## src/rtl/power_rail_sequencer_pkg.sv

```systemverilog
// Shared definitions for the rail sequencer: state encodings and the index-width helper.
package power_rail_sequencer_pkg;

  localparam int STATE_W = 3;

  localparam logic [STATE_W-1:0] ST_IDLE      = 3'd0;
  localparam logic [STATE_W-1:0] ST_RAMP      = 3'd1;
  localparam logic [STATE_W-1:0] ST_SETTLE_UP = 3'd2;
  localparam logic [STATE_W-1:0] ST_UP        = 3'd3;
  localparam logic [STATE_W-1:0] ST_RAMP_DN   = 3'd4;
  localparam logic [STATE_W-1:0] ST_SETTLE_DN = 3'd5;
  localparam logic [STATE_W-1:0] ST_FAULT     = 3'd6;

  function automatic int clog2_int(input int n);
    int r;
    r = 0;
    while ((1 << r) < n) r++;
    return r;
  endfunction

endpackage

```

## src/rtl/power_rail_sequencer_pg_deglitch.sv

```systemverilog
// Per-rail power-good conditioning: 2-flop synchroniser then a stability filter.
module pg_deglitch #(
  parameter int DEGLITCH = 4
) (
  input  logic sysclk,
  input  logic reset_INV,
  input  logic pg_raw,
  output logic pg_f
);

  localparam int CNT_W = (DEGLITCH > 1) ? $clog2(DEGLITCH) : 1;

  logic             sync1_q, sync1_d;
  logic             sync2_q, sync2_d;
  logic             pg_f_q, pg_f_d;
  logic [CNT_W-1:0] cnt_q, cnt_d;

  // Counter only runs while the synchronised input disagrees with the filtered value.
  always_comb begin
    sync1_d = pg_raw;
    sync2_d = sync1_q;
    pg_f_d  = pg_f_q;
    cnt_d   = '0;
    if (sync2_q != pg_f_q) begin
      if (cnt_q == CNT_W'(DEGLITCH - 1)) begin
        pg_f_d = sync2_q;
      end else begin
        cnt_d = cnt_q + 1'b1;
      end
    end
  end

  always_ff @(posedge sysclk or negedge reset_INV) begin
    if (!reset_INV) begin
      sync1_q <= 1'b0;
      sync2_q <= 1'b0;
      pg_f_q  <= 1'b0;
      cnt_q   <= '0;
    end else begin
      sync1_q <= sync1_d;
      sync2_q <= sync2_d;
      pg_f_q  <= pg_f_d;
      cnt_q   <= cnt_d;
    end
  end

  assign pg_f = pg_f_q;

endmodule

```

## src/rtl/power_rail_sequencer.sv

```systemverilog
// N-rail power sequencer: ordered ramp-up with pg/settle gating, reverse shutdown,
// continuous monitoring of enabled rails, latched fault with offending rail index.
module power_rail_sequencer
  import power_rail_sequencer_pkg::*;
#(
  parameter int NUM_RAILS     = 6,
  parameter int TIMER_WIDTH   = 16,
  parameter int PG_TIMEOUT    = 16000,
  parameter int SETTLE_CYCLES = 8000,
  parameter int DEGLITCH      = 4,
  localparam int IDX_W        = clog2_int(NUM_RAILS)
) (
  input  logic                 sysclk,
  input  logic                 reset_INV,
  input  logic                 enable,
  input  logic                 fault_clear,
  input  logic [NUM_RAILS-1:0] pg,
  output logic [NUM_RAILS-1:0] rail_en,
  output logic                 all_good,
  output logic                 fault,
  output logic [IDX_W-1:0]     fault_rail,
  output logic [STATE_W-1:0]   state
);

  if ((longint'(PG_TIMEOUT) > (longint'(1) << TIMER_WIDTH) - 1) ||
      (longint'(SETTLE_CYCLES) > (longint'(1) << TIMER_WIDTH) - 1)) begin : g_timer_too_narrow
    $error("TIMER_WIDTH too small for PG_TIMEOUT/SETTLE_CYCLES");
  end

  logic [NUM_RAILS-1:0] pg_f;

  for (genvar i = 0; i < NUM_RAILS; i++) begin : g_pg
    pg_deglitch #(.DEGLITCH(DEGLITCH)) u_pg_deglitch (
      .sysclk    (sysclk),
      .reset_INV (reset_INV),
      .pg_raw    (pg[i]),
      .pg_f      (pg_f[i])
    );
  end

  logic [STATE_W-1:0]     state_q, state_d;
  logic [IDX_W-1:0]       k_q, k_d;
  logic [TIMER_WIDTH-1:0] timer_q, timer_d, timer_inc;
  logic [NUM_RAILS-1:0]   rail_en_q, rail_en_d;
  logic                   all_good_q, all_good_d;
  logic                   fault_q, fault_d;
  logic [IDX_W-1:0]       fault_rail_q, fault_rail_d;

  logic [NUM_RAILS-1:0]   mon_mask, mon_bad;
  logic [IDX_W-1:0]       mon_idx;
  logic                   mon_fault;

  // Rails below k are always watched; rail k joins once its pg has been seen.
  always_comb begin
    mon_mask = '0;
    for (int j = 0; j < NUM_RAILS; j++) begin
      if (state_q == ST_RAMP) begin
        mon_mask[j] = (IDX_W'(j) < k_q);
      end else if (state_q == ST_SETTLE_UP || state_q == ST_UP) begin
        mon_mask[j] = (IDX_W'(j) <= k_q);
      end
    end
    mon_bad   = mon_mask & ~pg_f;
    mon_fault = |mon_bad;
    mon_idx   = '0;
    for (int j = NUM_RAILS - 1; j >= 0; j--) begin
      if (mon_bad[j]) mon_idx = IDX_W'(j);
    end
  end

  assign timer_inc = (timer_q == '1) ? timer_q : timer_q + 1'b1;

  always_comb begin
    state_d      = state_q;
    k_d          = k_q;
    timer_d      = timer_inc;
    rail_en_d    = rail_en_q;
    fault_d      = fault_q;
    fault_rail_d = fault_rail_q;
    case (state_q)
      ST_IDLE: begin
        rail_en_d    = '0;
        fault_d      = 1'b0;
        fault_rail_d = '0;
        k_d          = '0;
        timer_d      = '0;
        if (enable) state_d = ST_RAMP;
      end
      ST_RAMP: begin
        rail_en_d[k_q] = 1'b1;
        if (mon_fault) begin
          state_d      = ST_FAULT;
          rail_en_d    = '0;
          fault_d      = 1'b1;
          fault_rail_d = mon_idx;
        end else if (!enable) begin
          state_d = ST_RAMP_DN;
          timer_d = '0;
        end else if (pg_f[k_q]) begin
          state_d = ST_SETTLE_UP;
          timer_d = '0;
        end else if (timer_q == TIMER_WIDTH'(PG_TIMEOUT - 1)) begin
          state_d      = ST_FAULT;
          rail_en_d    = '0;
          fault_d      = 1'b1;
          fault_rail_d = k_q;
        end
      end
      ST_SETTLE_UP: begin
        if (mon_fault) begin
          state_d      = ST_FAULT;
          rail_en_d    = '0;
          fault_d      = 1'b1;
          fault_rail_d = mon_idx;
        end else if (!enable) begin
          state_d = ST_RAMP_DN;
          timer_d = '0;
        end else if (timer_q == TIMER_WIDTH'(SETTLE_CYCLES - 1)) begin
          timer_d = '0;
          if (k_q == IDX_W'(NUM_RAILS - 1)) begin
            state_d = ST_UP;
          end else begin
            k_d     = k_q + 1'b1;
            state_d = ST_RAMP;
          end
        end
      end
      ST_UP: begin
        if (mon_fault) begin
          state_d      = ST_FAULT;
          rail_en_d    = '0;
          fault_d      = 1'b1;
          fault_rail_d = mon_idx;
        end else if (!enable) begin
          state_d = ST_RAMP_DN;
          k_d     = IDX_W'(NUM_RAILS - 1);
          timer_d = '0;
        end
      end
      // A rail that never drops within the timeout is left behind; shutdown continues.
      ST_RAMP_DN: begin
        rail_en_d[k_q] = 1'b0;
        if (!pg_f[k_q] || timer_q == TIMER_WIDTH'(PG_TIMEOUT - 1)) begin
          state_d = ST_SETTLE_DN;
          timer_d = '0;
        end
      end
      ST_SETTLE_DN: begin
        if (timer_q == TIMER_WIDTH'(SETTLE_CYCLES - 1)) begin
          timer_d = '0;
          if (k_q == '0) begin
            state_d = ST_IDLE;
          end else begin
            k_d     = k_q - 1'b1;
            state_d = ST_RAMP_DN;
          end
        end
      end
      ST_FAULT: begin
        rail_en_d = '0;
        if (fault_clear && !enable) begin
          state_d      = ST_IDLE;
          fault_d      = 1'b0;
          fault_rail_d = '0;
          k_d          = '0;
          timer_d      = '0;
        end
      end
      default: begin
        state_d   = ST_IDLE;
        rail_en_d = '0;
        timer_d   = '0;
      end
    endcase
    all_good_d = (state_d == ST_UP);
  end

  always_ff @(posedge sysclk or negedge reset_INV) begin
    if (!reset_INV) begin
      state_q      <= ST_IDLE;
      k_q          <= '0;
      timer_q      <= '0;
      rail_en_q    <= '0;
      all_good_q   <= 1'b0;
      fault_q      <= 1'b0;
      fault_rail_q <= '0;
    end else begin
      state_q      <= state_d;
      k_q          <= k_d;
      timer_q      <= timer_d;
      rail_en_q    <= rail_en_d;
      all_good_q   <= all_good_d;
      fault_q      <= fault_d;
      fault_rail_q <= fault_rail_d;
    end
  end

  assign rail_en    = rail_en_q;
  assign all_good   = all_good_q;
  assign fault      = fault_q;
  assign fault_rail = fault_rail_q;
  assign state      = state_q;

endmodule

```

## config.mk

```make
export PLATFORM = sky130hd
export DESIGN_NAME = power_rail_sequencer
export DESIGN_NICKNAME = d
export VERILOG_FILES = /design/src/rtl/power_rail_sequencer_pkg.sv /design/src/rtl/power_rail_sequencer_pg_deglitch.sv /design/src/rtl/power_rail_sequencer.sv
export SDC_FILE = /design/constraint.sdc
export NUM_CORES = 1
export LEC_CHECK = 0
export BUFFER_PORTS_ARGS = -buffer_cell sky130_fd_sc_hd__buf_4
export CAP_MARGIN = 40
export CORE_MARGIN = 2
export CORE_UTILIZATION = 54
export DETAILED_ROUTE_END_ITERATION = 16
export GPL_TIMING_DRIVEN = 0
export PLACE_DENSITY_LB_ADDON = 0.12
export SLEW_MARGIN = 0
export SYNTH_ARGS = -nofsm -noshare
export SYNTH_HDL_FRONTEND = slang
export SYNTH_SLANG_ARGS = --single-unit
```

## constraint.sdc

```tcl
create_clock -name sysclk -period 2.7 [get_ports sysclk]
set_input_delay 0.27 -clock sysclk [delete_from_list [all_inputs] [get_ports sysclk]]
set_output_delay 0.27 -clock sysclk [all_outputs]
set_load 0.02 [all_outputs]
```

==> results.txt <==
TritonCTS built the clock tree. The largest buffer count on any clock path is 2. The number of levels the H-tree was split into came out at 3. The signal on the critical path passes through buf_4 > inv_2 > ha_1 > nand2b_1 > a21oi_2 > o32ai_4 > nor3_4 > o2111a_2 > buf_4 > nor2_1. Setup repair after global routing left no endpoint under its margin. Counting flops and latches in the post-synthesis netlist gives 63. The most used flip-flop cell after synthesis is dfrtp_1. The non-filler instance count after layout is 454. The number of vias in the routed layout came out at 2,742. The detailed placement HPWL came out at 5020 um. The first-pass GRT wire length came out at 12,800 um. The number of slew-limit violations in the final report came out at 0. For this run, the share of the core covered by cells in the final layout is 63.8%. The count of routing violations after the opening detailed-route iteration is 247. The category of the most critical setup path is flop to flop.

The worst slew slack as a fraction of its limit is 48.6%. The run finished, with violations left. Buffers inserted during clock tree synthesis total 9. For flop-to-flop paths, the worst setup slack is 0.15 ns. The number of antenna cells inserted is 0. In the synthesized netlist the async set-or-reset flop fraction comes to 100%. The share of the clock period used by the worst path after layout came out at 94.3%. The time the final worst path needs with I/O delays and setup is 2.55 ns. The startpoint identified for the worst register-to-register timing path is k_q[0]$_DFFE_PN0P_. The maximum fanout encountered on the critical timing path came out at 16.

The pin count of the biggest net entering global routing came out at 64. The number of synthesis warnings came out at 0. The placeable core region is 6240 um^2. The achievable frequency is 393 MHz. The final reports fail on negative hold slack. The most frequent cell on the critical path is buf_4. The max capacitance violation total is 0. The final RePlAce weighted congestion came out at 0.935. The total power draw came out at 4440 uW. The proportion of synthesized chip area in sequential cells came out at 45.9%.

The worst reg2reg path depth is 10. Data on the critical path arrives at its endpoint at 2.78 ns. The path class of the lowest-slack min-delay path is primary input to asynchronous set/reset pin.

The count of port buffers added during placement is 23. The floorplan die width is 83.8 um. The static leakage came out at 0.00171 uW. The clock sink count came out at 63. For this block, the routed nets add up to 7590 um of wire. The setup violation total in the final timing report came out at 0.

The cell at the root of the clock tree is clkbuf_8. Among all stages on the critical path, the largest delay is contributed by dfrtp_1. Synthesis handed over a netlist of 336 instances.

Once detail routing completed, the nets flagged for antenna violations numbered 0. The maximum vdd ir drop came out at 673 uV. The final net count is 394. The initial antenna violation count came out at 0.

The number of library cell types mapped by synthesis came out at 71. Counting flops with a built-in enable in the synthesized netlist gives 0. The hold buffer count at CTS came out at 0. The largest delay contributor family on the critical path is compound AO/OA/AOI/OAI gates.

The capturing point of the worst reg2reg path is timer_q[7]$_DFF_PN0_. The worst setup path is launched from a flop. In this run the power density over the cells is 1110 nW/um^2. The required arrival time at the worst endpoint is 2.94 ns. The number of failing hold endpoints at the final stage came out at 10. Global routing used 23.2% of the available tracks. The synthesized netlist occupies a cell area of 3440 um^2.

In this run, placement finished with an instance count of 436. The post-synthesis net count came out at 357. The height of the die came out at 83.8 um. The sort of element at the end of the critical path is a flop. Of the cells placed in the final design, the portion with a size suffix greater than 1 is 22.5%. Clock latency on the worst-skew pair, taken at its later pin, is 0.35 ns. The first detailed-routing pass took 5 iterations. The filler cells instantiated in the layout total 522. Dividing the detail-routed wire length by the instance count gives 16.7 um. The via count normalized by instance count came out at 6.04. The remaining global-route overflow came out at 0. The number of global-route vias before repair is 2,607. The synthesized area per cell came out at 10.2 um^2.

The final hold slack came out at -0.00426 ns. The floorplan has 29 rows. The maximum clock skew at final layout came out at 0.00681 ns. The area growth from synthesis to layout is 15.8%. At the pin with the least slew margin, the transition time is 0.770 ns. The detailed-route DRC error count came out at 0.

Counting both buffers and inverters, the worst setup path holds a total of 3. The longest individual stage delay on the worst path is 0.41 ns. The number of placed I/O pins is 24. The effective utilization at floorplan is 55.1%. The clock-pin slew on the worst setup and hold paths is 0.07 ns. The area enclosed by the die boundary is 7020 um^2.
[timing repair]
item                       4_1_cts  5_1_grt
setup endpoints to repair       32       23
resized for setup                3        7
pin swaps                        1        2
setup buffers                    3        1
[cell usage after synthesis (2+ instances only)]
| library cell | number | area [um^2] |
|---|---|---|
| a31oi_1 | 4 | 25.0 |
| xor2_1 | 10 | 87.6 |
| nand3_1 | 13 | 65.1 |
| o21ai_1 | 7 | 35.0 |
| nor3b_1 | 5 | 37.5 |
| and3_1 | 3 | 18.8 |
| inv_1 | 6 | 22.5 |
| mux2i_1 | 3 | 30.0 |
| buf_2 | 3 | 15.0 |
| or3_1 | 4 | 25.0 |
| xnor2_1 | 9 | 78.8 |
| and2_1 | 5 | 31.3 |
| o21ai_0 | 12 | 60.1 |
| or2_2 | 2 | 12.5 |
| a32oi_1 | 2 | 17.5 |
| nor3_2 | 2 | 20.0 |
| nand2b_1 | 3 | 18.8 |
| buf_4 | 3 | 22.5 |
| and4_1 | 3 | 26.3 |
| a311oi_1 | 2 | 17.5 |
| o31ai_1 | 5 | 37.5 |
| nand2_1 | 19 | 71.3 |
| ha_1 | 11 | 138 |
| nand4_1 | 5 | 31.3 |
| a221o_1 | 2 | 20.0 |
| nor3_1 | 14 | 70.1 |
| o22ai_1 | 3 | 18.8 |
| o211ai_1 | 3 | 22.5 |
| dfrtp_1 | 63 | 1580 |
| o31a_1 | 2 | 17.5 |
| mux2_1 | 2 | 22.5 |
| nor2b_1 | 4 | 25.0 |
| a21oi_1 | 19 | 95.1 |
| nor4bb_1 | 3 | 30.0 |
| nor2_1 | 28 | 105 |
| clkbuf_1 | 8 | 30.0 |
| mux2_2 | 10 | 113 |
[cell families (layout without fill, tap and decap cells)]
kind of cell	count (synthesis)	after routing	share of synthesized area [%]
compound gates	81	81	17.1
xor+xnor	19	19	4.84
fa+ha+maj	11	11	4.00
buf+inv	22	63	3.06
flops	63	63	45.9
mux	15	15	4.81
simple gates	125	125	20.3
[per-layer routing]
layer,vias to the layer above,GRT usage [%],routed length [um]
met1,1316,31.2,3350
met5,-,0,0
met3,14,6.33,465
met4,0,8.06,113
met2,109,36.3,3660
li1,1303,-,-
[sequential cells by signal, summed over array words and instances (netlist names)]
| register | cells |
|---|---|
| all_good | 1 |
| fault | 1 |
| fault_rail | 3 |
| g_pg.u_pg_deglitch.cnt_q | 12 |
| g_pg.u_pg_deglitch.pg_f | 6 |
| g_pg.u_pg_deglitch.sync1_q | 6 |
| g_pg.u_pg_deglitch.sync2_q | 6 |
| k_q | 3 |
| rail_en | 6 |
| state | 3 |
| timer_q | 16 |
[cell usage in the layout (no fill, tap or decap), drive strengths merged, types with 5 or more instances in the layout]
| cell type | Yosys | layout |
|---|---|---|
| dfrtp | 63 | 63 |
| buf | 7 | 34 |
| nor2 | 29 | 29 |
| a21oi | 20 | 20 |
| o21ai | 20 | 20 |
| nand2 | 19 | 19 |
| nor3 | 17 | 17 |
| clkbuf | 8 | 17 |
| nand3 | 13 | 13 |
| mux2 | 12 | 12 |
| ha | 11 | 11 |
| xor2 | 10 | 10 |
| xnor2 | 9 | 9 |
| inv | 7 | 6 |
| nand4 | 5 | 5 |
| nor3b | 5 | 5 |
| and2 | 5 | 5 |
| a31oi | 5 | 5 |
| o31ai | 5 | 5 |
[how the worst max path moves through the flow]
stage,from,endpoint,slack [ns],depth (start not counted)
after floorplan,k_q[0]$_DFFE_PN0P_,fault_rail[1]$_DFFE_PN0P_,0.16,10
after global placement,k_q[0]$_DFFE_PN0P_,timer_q[7]$_DFF_PN0_,-0.30,11
after detailed placement,k_q[0]$_DFFE_PN0P_,fault_rail[1]$_DFFE_PN0P_,-0.33,10
after CTS,k_q[0]$_DFFE_PN0P_,fault_rail[2]$_DFFE_PN0P_,0.02,10
after global routing,k_q[0]$_DFFE_PN0P_,all_good$_DFF_PN0_,0.009,9
final,k_q[0]$_DFFE_PN0P_,timer_q[7]$_DFF_PN0_,0.15,10
[final cells by class]
cell class | count | area [um^2] | share of cell area [%]
multi-input cells | 251 | 1790 | 44.9
flip-flops and latches | 63 | 1580 | 39.6
repair buffers | 27 | 215 | 5.41
clock buffers | 10 | 138 | 3.46
well taps | 77 | 96.3 | 2.42
plain buffers | 14 | 77.6 | 1.95
clock inverters | 5 | 58.8 | 1.48
inverters | 7 | 30.0 | 0.754
[through the flow]
stage / setup WS [ns] / hold slack (ns) / setup TNS (ns) / cell area, um^2
2_1_floorplan: 0.164 / -0.0256 / 0 / 3440
6_report: 0.153 / -0.00426 / 0 / 3980
4_1_cts: 0.0208 / 0.0138 / 0 / 3940
5_1_grt: 0.00855 / 0.00296 / 0 / 3980
3_5_place_dp: -0.334 / 0.336 / -7.31 / 3710
3_3_place_gp: -0.305 / 0.333 / -6.51 / 3710
[report_power, final]
group	total, uW	switching (uW)	internal [uW]
logic	2220	1260	960
registers	1390	218	1180
clock network	825	380	446
total	4440	1850	2580
(Power assumes the default switching activity.)
